**src/rtl/qds_pkg.sv**
```systemverilog
// Shared types and sizing helpers for the queue drain serializer.
package qds_pkg;

    typedef enum logic [2:0] {
        IDLE  = 3'd0,
        DEQ   = 3'd1,
        WAIT  = 3'd2,
        SHIFT = 3'd3,
        PAR   = 3'd4,
        DONE  = 3'd5,
        GAP   = 3'd6
    } qds_state_t;

    localparam int DEFAULT_DATA_W = 8;
    localparam int LAT_CNT_W      = 3;
    localparam int GAP_CNT_W      = 4;

    // One extra bit so a full frame count never wraps.
    function automatic int qds_cnt_w(input int data_w);
        return $clog2(data_w) + 1;
    endfunction

endpackage

```
**src/rtl/queue_drain_serializer.sv**
```systemverilog
// Pops one byte per non-empty queue check and shifts it out LSB-first; frame_done 10 cycles after dequeue,
// ready_in low stalls the line indefinitely. Define QDS_PARITY_EN to append an even-parity bit.
module queue_drain_serializer
    import qds_pkg::*;
#(
    parameter int DATA_W      = DEFAULT_DATA_W,
    parameter int LEN_W       = 4,
    parameter int DEQ_LATENCY = 1,
    parameter int GAP_CYCLES  = 2
) (
    input  logic              clock,
    input  logic              reset,
    input  logic [LEN_W-1:0]  len_in,
    input  logic [DATA_W-1:0] data_in,
    output logic              dequeue_out,
    input  logic              ready_in,
    output logic              serial_out,
    output logic              serial_valid,
    output logic              busy_out,
    output logic              frame_done
);

    localparam int CW = qds_cnt_w(DATA_W);
    localparam logic [CW-1:0]        LAST_BIT = CW'(DATA_W - 1);
    localparam logic [LAT_CNT_W-1:0] LAT_LAST = LAT_CNT_W'(DEQ_LATENCY - 1);
    localparam logic [GAP_CNT_W-1:0] GAP_LAST = GAP_CNT_W'(GAP_CYCLES - 1);

    qds_state_t            r_state;
    qds_state_t            w_next;
    logic [DATA_W-1:0]     r_shreg;
    logic [CW-1:0]         r_bit_cnt;
    logic [LAT_CNT_W-1:0]  r_lat_cnt;
    logic [GAP_CNT_W-1:0]  r_gap_cnt;
    logic                  w_last_bit_acc;
`ifdef QDS_PARITY_EN
    logic                  r_par;
`endif

    assign w_last_bit_acc = ready_in && (r_bit_cnt == LAST_BIT);

    always_ff @(posedge clock) begin
        if (reset) begin
            r_state <= IDLE;
        end else begin
            r_state <= w_next;
        end
    end

    always_comb begin
        w_next = r_state;
        unique case (r_state)
            IDLE:  if (len_in != '0) w_next = DEQ;
            DEQ:   w_next = WAIT;
            WAIT:  if (r_lat_cnt == LAT_LAST) w_next = SHIFT;
            SHIFT: begin
                if (w_last_bit_acc) begin
`ifdef QDS_PARITY_EN
                    w_next = PAR;
`else
                    w_next = DONE;
`endif
                end
            end
`ifdef QDS_PARITY_EN
            PAR:   if (ready_in) w_next = DONE;
`else
            PAR:   w_next = IDLE;
`endif
            DONE:  w_next = GAP;
            GAP:   if (r_gap_cnt == GAP_LAST) w_next = IDLE;
            default: w_next = IDLE;
        endcase
    end

    always_comb begin
        dequeue_out  = 1'b0;
        serial_out   = 1'b0;
        serial_valid = 1'b0;
        frame_done   = 1'b0;
        busy_out     = (r_state != IDLE);
        unique case (r_state)
            DEQ:   dequeue_out = 1'b1;
            SHIFT: begin
                serial_valid = 1'b1;
                serial_out   = r_shreg[0];
            end
`ifdef QDS_PARITY_EN
            PAR: begin
                serial_valid = 1'b1;
                serial_out   = r_par;
            end
`endif
            DONE:  frame_done = 1'b1;
            default: ;
        endcase
    end

    // Datapath: counters and shift register advance only in their owning state.
    always_ff @(posedge clock) begin
        if (reset) begin
            r_shreg   <= '0;
            r_bit_cnt <= '0;
            r_lat_cnt <= '0;
            r_gap_cnt <= '0;
`ifdef QDS_PARITY_EN
            r_par     <= 1'b0;
`endif
        end else begin
            unique case (r_state)
                DEQ:   r_lat_cnt <= '0;
                WAIT: begin
                    r_lat_cnt <= r_lat_cnt + LAT_CNT_W'(1);
                    if (r_lat_cnt == LAT_LAST) begin
                        r_shreg   <= data_in;
                        r_bit_cnt <= '0;
`ifdef QDS_PARITY_EN
                        r_par     <= ^data_in;
`endif
                    end
                end
                SHIFT: begin
                    if (ready_in) begin
                        r_shreg   <= {1'b0, r_shreg[DATA_W-1:1]};
                        r_bit_cnt <= r_bit_cnt + CW'(1);
                    end
                end
                DONE:  r_gap_cnt <= '0;
                GAP:   r_gap_cnt <= r_gap_cnt + GAP_CNT_W'(1);
                default: ;
            endcase
        end
    end

endmodule

```
**config.mk**
```make
export PLATFORM = sky130hd
export DESIGN_NAME = queue_drain_serializer
export DESIGN_NICKNAME = d
export VERILOG_FILES = /design/src/rtl/qds_pkg.sv /design/src/rtl/queue_drain_serializer.sv
export SDC_FILE = /design/constraint.sdc
export NUM_CORES = 1
export LEC_CHECK = 0
export ABC_AREA = 1
export CAP_MARGIN = 25
export CORE_ASPECT_RATIO = 0.9
export CORE_MARGIN = 2
export CORE_UTILIZATION = 54
export CTS_BUF_LIST = sky130_fd_sc_hd__clkbuf_4 sky130_fd_sc_hd__clkbuf_8
export DETAILED_ROUTE_END_ITERATION = 8
export GPL_TIMING_DRIVEN = 0
export PLACE_DENSITY_LB_ADDON = 0.12
export SYNTH_ARGS = -nofsm -noshare
export SYNTH_HDL_FRONTEND = slang
export SYNTH_SLANG_ARGS = --single-unit
export TNS_END_PERCENT = 100
```
**constraint.sdc**
```tcl
create_clock -name clock -period 1.5 [get_ports clock]
set_input_delay 0.3 -clock clock [delete_from_list [all_inputs] [get_ports clock]]
set_output_delay 0.3 -clock clock [all_outputs]
set_load 0.02 [all_outputs]
```
==> key figures, run 1 <==
Yosys
  – Mapped Cells: 185
  – Unique cell type count in the Yosys netlist: 21
  – Syn Nets: 205
  – Synth Area per Inst: 6.42 um2
  – Sequential area share after synthesis: 37.1%
  – YS warnings: 0
  – Yosys reg bits: 22
  – Post-synth top flop: dfxtp_1
  – EDFF count, synth: 0
  – Asr flop ratio synth: 0%
  – Mapped Area: 1190 um2

Timing
  – Achievable Freq: 681 MHz
  – Final hold vios: 0
  – Final period util: 97.9%
  – Final setup viols: 0
  – Max-slew violation count: 0
  – Final Skew: 0.00902 ns
  – Final setup TNS: 0 ns
  – Tmin final: 1.47 ns
  – Worst Max-Slew Pin Slew: 0.453 ns
  – RSZ-0062 raised after global routing: true
  – Rel. slew slack: 69.8%

Critical path
  – Setup crit start kind: flop
  – Crit Path Max Fanout: 6
  – Top Family by Delay on Critical Path: flip-flops
  – Critical setup path kind: reg2out
  – Cell mode on critical path: buf_6
  – Slowest cell delay on critical path: 0.40 ns
  – CP Cell Sequence: inv_4, nand3_4, buf_6, nor2_4, buf_6
  – Critical Path Sink Type: primary output
  – CP bufs+invs: 3
  – Crit-path slowest cell: dfxtp_4
  – Required time of the critical path: 1.20 ns
  – Arrival time at the worst endpoint: 1.17 ns

Clock network
  – Clk slew on worst S/H paths: 0.11 ns
  – Clock buffer count from CTS: 3
  – H-tree depth: 1
  – Root buf cell: clkbuf_4
  – Hold buffers post-CTS: 0
  – Maximum root-to-sink buffer count: 2
  – TritonCTS clock tree: built
  – CTS sink cnt: 22
  – Clock latency at the later pin of the worst-skew pair: 0.31 ns

Cells and area
  – FILL cells: 173
  – Net count, final: 238
  – Area grow syn2layout: 32.5%
  – N_diodes: 0
  – Layout cells sized above 1: 20.4%
  – Design Area, Final: 1570 um2

Power
  – Leakage: 0.000734 uW
  – PwrDens: 1530 nW/um2
  – Worst ir drop on vdd: 0.000883 V
  – PnR Total Power: 2400 uW

Global route
  – Initial antenna violation count: 0
  – Vias in the first global route: 1180
  – Overall global routing resource usage: 23.9%
  – Global route total overflow: 0
  – First-pass GRT wire length: 4680 um
  – Largest net degree at the start of global routing: 12

Detailed routing
  – DR vias: 1207
  – Wirelength per Cell: 11.5 um
  – Final routed DRC violation total: 0
  – Via/cell ratio: 4.97
  – Post-DRT Antenna Nets: 0
  – Pre-Repair DR Iteration Count: 4
  – Drt total wl: 2790 um
  – Iteration-0 DRC count of the detailed router: 30

Floorplan
  – Die footprint: 2590 um2
  – Die Span Y: 48.5 um
  – Initial Util: 56.0%
  – # rows: 16
  – Die width: 53.4 um
  – CORE AREA: 2120 um2
  – Ports: 20

Placement
  – HPWL Detailed: 1880 um
  – Placed cell areas: 1400 um2
  – Routability cong.: 0.793
  – Buffers on Ports: 18

Flow run
  – Max cap viols: 0

Worst hold path
  – Hold/Removal Path Class: in2reg

Run status
  – Outcome: completed
## report_power, final
group / leakage, uW / switching, uW / internal [uW] / total, uW
Clock: 0.0000138 / 180 / 94.0 / 274
Combinational: 0.000538 / 655 / 550 / 1200
Sequential: 0.000182 / 155 / 769 / 924
Total: 0.000734 / 990 / 1410 / 2400
## Yosys cell counts, types with 5 or more instances
master	count	area share, %
a21oi_1	8	3.4
dfxtp_1	22	37
ha_1	5	5.3
inv_1	23	7.3
nand2_1	46	15
nand3_1	7	3.0
nor2_1	42	13
o21ai_0	7	3.0
o21ai_1	5	2.1
## worst paths after layout
kind | start | to | slack, ns | cells after the start
max | r_state[2] | serial_out | 0.03 | 5
min | reset | r_gap_cnt[1] | 0.36 | 2
max reg2reg | r_lat_cnt[1] | r_bit_cnt[1] | 0.05 | 11
min reg2reg | r_gap_cnt[3] | r_gap_cnt[3] | 0.48 | 1
## routing by layer
metal	share of wire (%)	vias up	GRT usage (%)
met5	0	-	0
met4	0	0	3.85
met3	3.6	0	6.79
met2	51	24	42.4
met1	45	546	28.2
li1	-	637	-
## state kept, by name, summed over array words and instances (netlist names)
signal and cells:
r_shreg 8, r_bit_cnt 4, r_gap_cnt 4, r_lat_cnt 3
r_state 3
## timing repair
action                     in CTS  in global routing
setup endpoints to repair       5                 17
pin swaps                       2                  4
gates cloned                    0                  1
resized for setup              40                 17
buffers inserted                4                  5
## final cells by class
type                            count  area (um2)  share of cell area [%]
Buffer                              6        48.8                    3.10
Clock buffer                        3        22.5                    1.43
Inverter                           24        95.1                    6.05
Multi-Input combinational cell    133         662                    42.1
Sequential cell                    22         453                    28.8
Tap cell                           27        33.8                    2.15
Timing Repair Buffer               28         258                    16.4
## cell usage in the layout (no fill, tap or decap), types with 3 or more instances in the layout
cell type	n
nand2_1	44
nor2_1	37
inv_1	19
dfxtp_1	18
clkdlybuf4s50_1	13
buf_4	12
a21oi_1	8
nand3_1	7
o21ai_1	7
buf_6	6
o21ai_0	5
ha_1	5
nor2_2	4
nor2_4	3
inv_2	3
nand2_2	3
clkbuf_4	3
dfxtp_4	3
## through the flow
stage          std cells  hold WS, ns  worst slack, ns  utilization (%)
4_1_cts              237        0.344          -0.0124             69.8
5_1_grt              243        0.388          -0.0417             74.1
2_1_floorplan        185        0.429            0.196                -
6_report             243        0.362           0.0311             74.1
3_5_place_dp         230        0.455           -0.322             66.0
3_3_place_gp         230        0.444           -0.301             66.0
## logic make-up (layout without fill, tap and decap cells)
kind of cell | after synthesis | after routing | synth area share (%)
and+or+nand+nor | 102 | 102 | 34.6
buffers and inverters | 30 | 61 | 11.0
AOI/OAI and AO/OA | 26 | 26 | 12.1
DFF | 22 | 22 | 37.1
adders and majority gates | 5 | 5 | 5.27
(Power assumes the default switching activity.)
==> run 2, diff against run 1 <==
--- a/config.mk
+++ b/config.mk
@@ -5,11 +5,10 @@
 export SDC_FILE = /design/constraint.sdc
 export NUM_CORES = 1
 export LEC_CHECK = 0
-export ABC_AREA = 1
 export CAP_MARGIN = 25
 export CORE_ASPECT_RATIO = 0.9
 export CORE_MARGIN = 2
-export CORE_UTILIZATION = 54
+export CORE_UTILIZATION = 55
 export CTS_BUF_LIST = sky130_fd_sc_hd__clkbuf_4 sky130_fd_sc_hd__clkbuf_8
 export DETAILED_ROUTE_END_ITERATION = 8
 export GPL_TIMING_DRIVEN = 0
==> key figures, run 2 <==
Power
  – Worst ir drop on vdd: 0.00120 V
  – Leakage: 0.000814 uW
  – Internal power: 1440 uW
  – Sequential power share: 32.0%
  – Sw Pwr: 845 uW
  – Clock power frac: 21.9%
  – PwrDens: 1110 nW/um2
  – Net Sw Frac: 37.0%
  – Logic pwr share: 46.1%

Critical path
  – Worst reg2reg path endpoint: r_shreg[0]
  – Crit Path Max Fanout: 5
  – CP bufs+invs: 2
  – Arrival time at the worst endpoint: 2.04 ns
  – Critical Path Sink Type: flop
  – Crit-path slowest cell: or3b_4
  – Setup crit start kind: flop
  – Worst flop-to-flop path startpoint: r_lat_cnt[0]
  – Required time of the critical path: 1.76 ns
  – Top Family by Delay on Critical Path: compound AO/OA/AOI/OAI gates
  – Slowest cell delay on critical path: 0.38 ns
  – Critical setup path kind: reg2reg
  – FF-to-FF path depth: 7
  – CP Cell Sequence: inv_2, ha_4, or3b_4, a21oi_4, buf_6, nor2_2, a311oi_2
  – Reg-to-reg setup timing slack: -0.28 ns

Yosys
  – Yosys top cell area share: 34.6%
  – Mapped Cells: 151
  – Syn Nets: 171
  – Synth Area per Inst: 8.43 um2
  – Post-synth top flop: dfxtp_1
  – Yosys reg bits: 22
  – Unique cell type count in the Yosys netlist: 44
  – Asr flop ratio synth: 0%
  – EDFF count, synth: 0
  – Mapped Area: 1270 um2
  – Synth area leader: dfxtp_1
  – Top cells by instance count after synthesis: nand2_1 (24), dfxtp_1 (22), nor2_1 (13), a21oi_1 (9)
  – Top cells by area, synth: dfxtp_1 (35%), a311oi_2 (8.3%), nand2_1 (7.1%)
  – YS warnings: 0
  – Sequential area share after synthesis: 34.6%
  – Most frequent cell after synthesis: nand2_1

Worst hold path
  – Hold Path End: r_shreg[6]
  – Worst Hold Depth: 2
  – Worst Min Path Start: r_shreg[7]
  – Hold/Removal Path Class: reg2reg

Timing
  – Tmin final: 1.78 ns
  – Worst Max-Slew Pin Slew: 0.579 ns
  – RSZ-0062 raised after global routing: true
  – Final setup viols: 27
  – Final period util: 119%
  – Final Skew: 0.00318 ns
  – Achievable Freq: 561 MHz
  – Rel. slew slack: 61.4%
  – Final worst setup slack: -0.282 ns
  – Final hold vios: 0
  – Max-slew violation count: 0

Global route
  – Largest net degree at the start of global routing: 14
  – Overall global routing resource usage: 35.6%
  – Initial antenna violation count: 0
  – Vias in the first global route: 1469
  – First-pass GRT wire length: 6910 um
  – Global route total overflow: 0

Floorplan
  – # rows: 16
  – Die footprint: 2710 um2
  – CORE AREA: 2180 um2
  – Die Span Y: 49.6 um
  – Die width: 54.7 um
  – Ports: 20
  – Initial Util: 58.3%

Cells and area
  – Area grow syn2layout: 61.8%
  – Design Area, Final: 2060 um2
  – Commonest non-fill, non-tap cell in the layout: buf_4
  – Biggest register: r_shreg
  – Biggest regs: r_shreg (8), r_bit_cnt (4), r_gap_cnt (4)
  – Most frequent cells in the layout: buf_4 (28), nand2_1 (24), dfxtp_1 (15)
  – Max reg flops: 8
  – Net count, final: 228
  – FILL cells: 72
  – N_diodes: 0
  – Layout cells sized above 1: 47.3%

Run status
  – Outcome: complete, but fails checks
  – Failing checks: setup timing

Clock network
  – Clk slew on worst S/H paths: 0.15 ns
  – TritonCTS clock tree: built
  – Clock latency at the later pin of the worst-skew pair: 0.34 ns
  – Root buf cell: clkbuf_4
  – CTS sink cnt: 22
  – Maximum root-to-sink buffer count: 2
  – H-tree depth: 1
  – Clock buffer count from CTS: 3

Placement
  – Placed cell areas: 1540 um2
  – Routability cong.: 0.847
  – DP Worst Slack: -0.700 ns
  – HPWL Detailed: 2220 um
  – Buffers on Ports: 19

Detailed routing
  – Post-DRT Antenna Nets: 0
  – DR vias: 1712
  – Via/cell ratio: 7.32
  – Pre-Repair DR Iteration Count: 5
  – Wirelength per Cell: 26.5 um
  – Drt total wl: 6200 um
  – Iteration-0 DRC count of the detailed router: 178
  – Final routed DRC violation total: 0

Flow run
  – Max cap viols: 0
-- run 2: cell count changes after synthesis, sizes merged, moves of 3 or more --
cell,change
and2,+3
a22oi,+3
nand2b,+4
nor2,-30
a311oi,+7
o21ai,-4
nand2,-24
inv,-16
-- run 2: worst max-delay path by stage --
stage / endpoint / slack (ns) / start / depth (start not counted)
after floorplan: r_state[0] / -0.06 / r_gap_cnt[1] / 6
after global placement: serial_out / -0.69 / r_state[2] / 6
after detailed placement: serial_out / -0.70 / r_state[2] / 6
after CTS: r_shreg[1] / -0.16 / r_lat_cnt[1] / 7
after global routing: r_bit_cnt[3] / -0.37 / r_lat_cnt[0] / 6
final: r_shreg[0] / -0.28 / r_lat_cnt[0] / 7
-- run 2: cell families after synthesis --
family,count (synthesis),share of synthesized area [%]
AO/OA/AOI/OAI,38,24.8
flip-flops,22,34.6
AND/OR/NAND/NOR,65,26.0
buffers and inverters,18,7.28
multiplexers,3,2.46
adder cells (fa/ha/maj),5,4.92
-- run 2: repair_timing --
action | in CTS | in global routing
pin swaps | 8 | 12
setup buffers | 25 | 8
endpoints found under the setup margin | 27 | 27
cloned | 0 | 1
gates resized for setup | 63 | 28
hold buffers | 0 | 0
-- run 2: power groups by stage --
stage | combinational, uW | sequential, uW | clock (uW)
2_1_floorplan | 428 | 690 | 0
3_3_place_gp | 568 | 694 | 0
3_5_place_dp | 586 | 699 | 0
4_1_cts | 792 | 704 | 480
5_1_grt | 1080 | 733 | 504
6_report | 1050 | 732 | 499
-- run 2: worst reg2reg max path: cells and delay by family, from the launching register on --
kind / cells / cell delay [ns]
buffers and inverters: 2 / 0.29
adder cells (fa/ha/maj): 1 / 0.14
AND/OR/NAND/NOR: 2 / 0.44
AO/OA/AOI/OAI: 2 / 0.47
flip-flops: 1 / 0.36
-- run 2: metrics by stage --
| stage | power [uW] | hold WS [ns] | TNS [ns] | utilization [%] | std cells |
|---|---|---|---|---|---|
| 6_report | 2290 | 0.542 | -4.75 | 94.4 | 234 |
| 5_1_grt | 2320 | 0.560 | -5.49 | 94.4 | 234 |
| 4_1_cts | 1980 | 0.490 | -1.73 | 86.9 | 225 |
| 3_5_place_dp | 1290 | 0.468 | -9.89 | 70.4 | 197 |
| 3_3_place_gp | 1260 | 0.455 | -9.37 | 70.4 | 197 |
| 2_1_floorplan | 1120 | 0.376 | -0.0797 | - | 151 |
-- run 2: final cells by class --
type,instances,area (um2),area share [%]
Multi-Input combinational cell,111,887,43.1
Timing Repair Buffer,53,483,23.5
Sequential cell,22,459,22.3
Buffer,9,103,4.98
Inverter,8,41.3,2.00
Tap cell,27,33.8,1.64
Clock inverter,1,30.0,1.46
Clock buffer,3,22.5,1.09
-- run 2: layer usage --
layer	GRT usage, %	share of wire (%)
met5	0	0
met4	12.1	9.0
met1	42.7	36
met2	60.1	43
met3	8.79	12
==> run 3, diff against run 2 <==
--- a/config.mk
+++ b/config.mk
@@ -6,13 +6,16 @@
 export NUM_CORES = 1
 export LEC_CHECK = 0
 export CAP_MARGIN = 25
+export CELL_PAD_IN_SITES_DETAIL_PLACEMENT = 0
+export CELL_PAD_IN_SITES_GLOBAL_PLACEMENT = 1
 export CORE_ASPECT_RATIO = 0.9
 export CORE_MARGIN = 2
-export CORE_UTILIZATION = 55
+export CORE_UTILIZATION = 41
 export CTS_BUF_LIST = sky130_fd_sc_hd__clkbuf_4 sky130_fd_sc_hd__clkbuf_8
 export DETAILED_ROUTE_END_ITERATION = 8
 export GPL_TIMING_DRIVEN = 0
 export PLACE_DENSITY_LB_ADDON = 0.12
+export SETUP_SLACK_MARGIN = 0.02
 export SYNTH_ARGS = -nofsm -noshare
 export SYNTH_HDL_FRONTEND = slang
 export SYNTH_SLANG_ARGS = --single-unit
==> key figures, run 3 (synthesis gave the netlist of run 2 again) <==
Run status
  – Outcome: complete, but fails checks
  – Failing checks: setup timing

Critical path
  – CP Cell Sequence: inv_2, ha_4, or3b_4, a21oi_4, buf_8, buf_12, nor2_4, a311oi_2
  – Worst reg2reg path endpoint: r_shreg[4]
  – Slowest cell delay on critical path: 0.39 ns
  – Critical setup path kind: reg2reg
  – Arrival time at the worst endpoint: 1.93 ns
  – Critical Path Sink Type: flop
  – Crit Path Max Fanout: 8
  – Crit path from: r_lat_cnt[0]
  – Crit-path slowest cell: or3b_4
  – Worst flop-to-flop path startpoint: r_lat_cnt[0]
  – CP endpoint: r_shreg[4]
  – FF-to-FF path depth: 8
  – Required time of the critical path: 1.73 ns
  – Setup crit start kind: flop
  – Reg-to-reg setup timing slack: -0.20 ns

Worst hold path
  – Hold/Removal Path Class: reg2reg
  – Worst Hold Depth: 2

Timing
  – Final period util: 113%
  – Final worst setup slack: -0.199 ns
  – Worst Max-Slew Pin Slew: 0.369 ns
  – Final setup viols: 17
  – RSZ-0062 raised after global routing: true
  – Worst slack on hold paths: 0.482 ns
  – Final Skew: 0.0129 ns
  – Final hold vios: 0
  – Achievable Freq: 589 MHz
  – Rel. slew slack: 75.1%
  – Max-slew violation count: 0
  – Tmin final: 1.70 ns

Cells and area
  – N_diodes: 0
  – Fin cells: 236
  – Biggest regs: r_shreg (8), r_bit_cnt (4), r_gap_cnt (4)
  – Commonest non-fill, non-tap cell in the layout: nand2_1
  – FILL cells: 275
  – Max reg flops: 8
  – Biggest register: r_shreg
  – Final Util: 62.4%
  – Layout cells sized above 1: 40.2%
  – Most frequent cells in the layout: nand2_1 (24), buf_4 (20), dfxtp_1 (15)
  – Net count, final: 215
  – Area grow syn2layout: 48.0%

Power
  – PnR Total Power: 1840 uW
  – Leakage: 0.000730 uW
  – PwrDens: 978 nW/um2
  – Worst ir drop on vdd: 0.000658 V

Detailed routing
  – DR vias: 1282
  – Wirelength per Cell: 14.7 um
  – Iteration-0 DRC count of the detailed router: 56
  – Via/cell ratio: 5.43
  – Post-DRT Antenna Nets: 0
  – Drt total wl: 3470 um
  – Pre-Repair DR Iteration Count: 4
  – Final routed DRC violation total: 0

Floorplan
  – Die footprint: 3570 um2
  – CORE AREA: 3020 um2
  – # rows: 19
  – Initial Util: 42.1%
  – Die width: 62.7 um
  – Ports: 20
  – Die Span Y: 56.9 um

Placement
  – Inst Count DP: 212
  – HPWL Detailed: 2100 um
  – DP Worst Slack: -0.759 ns
  – Routability cong.: 0.803
  – Buffers on Ports: 19

Global route
  – Largest net degree at the start of global routing: 13
  – Initial antenna violation count: 0
  – Global route total overflow: 0
  – Vias in the first global route: 1261
  – Overall global routing resource usage: 20.2%
  – First-pass GRT wire length: 5680 um

Flow run
  – Max cap viols: 0

Clock network
  – H-tree depth: 1
  – CTS sink cnt: 22
  – Clock buffer count from CTS: 3
  – Hold buffers post-CTS: 0
  – Root buf cell: clkbuf_4
  – Clk slew on worst S/H paths: 0.14 ns
  – TritonCTS clock tree: built
  – Clock latency at the later pin of the worst-skew pair: 0.32 ns
  – Maximum root-to-sink buffer count: 2
## run 3: where the power goes
group,internal (uW),total [uW],switching [uW]
sequential,650,723,72.9
combinational,403,779,375
clock,148,340,192
total,1200,1840,640
## run 3: how the worst min path moves through the flow
stage,end,startpoint
4_1_cts,r_lat_cnt[1],r_lat_cnt[1]
3_5_place_dp,r_lat_cnt[1],r_lat_cnt[1]
3_3_place_gp,r_lat_cnt[1],r_lat_cnt[1]
5_1_grt,r_lat_cnt[1],r_lat_cnt[1]
6_report,r_lat_cnt[1],r_lat_cnt[1]
2_1_floorplan,r_state[0],reset
## run 3: metal layers
metal	GRT usage [%]	share of wire [%]
met5	0	0
met4	4.76	0.49
met3	4.21	3.4
met2	34.7	49
met1	26.1	47
## run 3: through the flow
stage                     TNS (ns)  area, um2
after CTS                    -1.59       1800
after global placement      -10.33       1580
after detailed placement    -11.04       1580
after global routing         -3.16       1880
final                        -2.05       1880
after floorplan             -0.198       1340
## run 3: repair_timing
item	CTS	global route
endpoints found under the setup margin	27	26
resized for setup	59	8
endpoints found under the hold margin	0	0
setup buffers	13	8
pin swaps	8	3
## run 3: critical path: cells and delay by family (launching register included)
family / cells / cell delay [ns]
AO/OA/AOI/OAI: 2 / 0.35
adder cells (fa/ha/maj): 1 / 0.13
AND/OR/NAND/NOR: 2 / 0.42
flip-flops: 1 / 0.36
buffers and inverters: 3 / 0.35
## run 3: layout make-up
type	count	area (um2)	share of cell area [%]
multi-input cells	111	845	44.9
plain buffers	9	92.6	4.92
repair buffers	40	360	19.1
inverters	8	37.5	1.99
well taps	42	52.6	2.79
clock buffers	4	36.3	1.93
flip-flops and latches	22	459	24.4
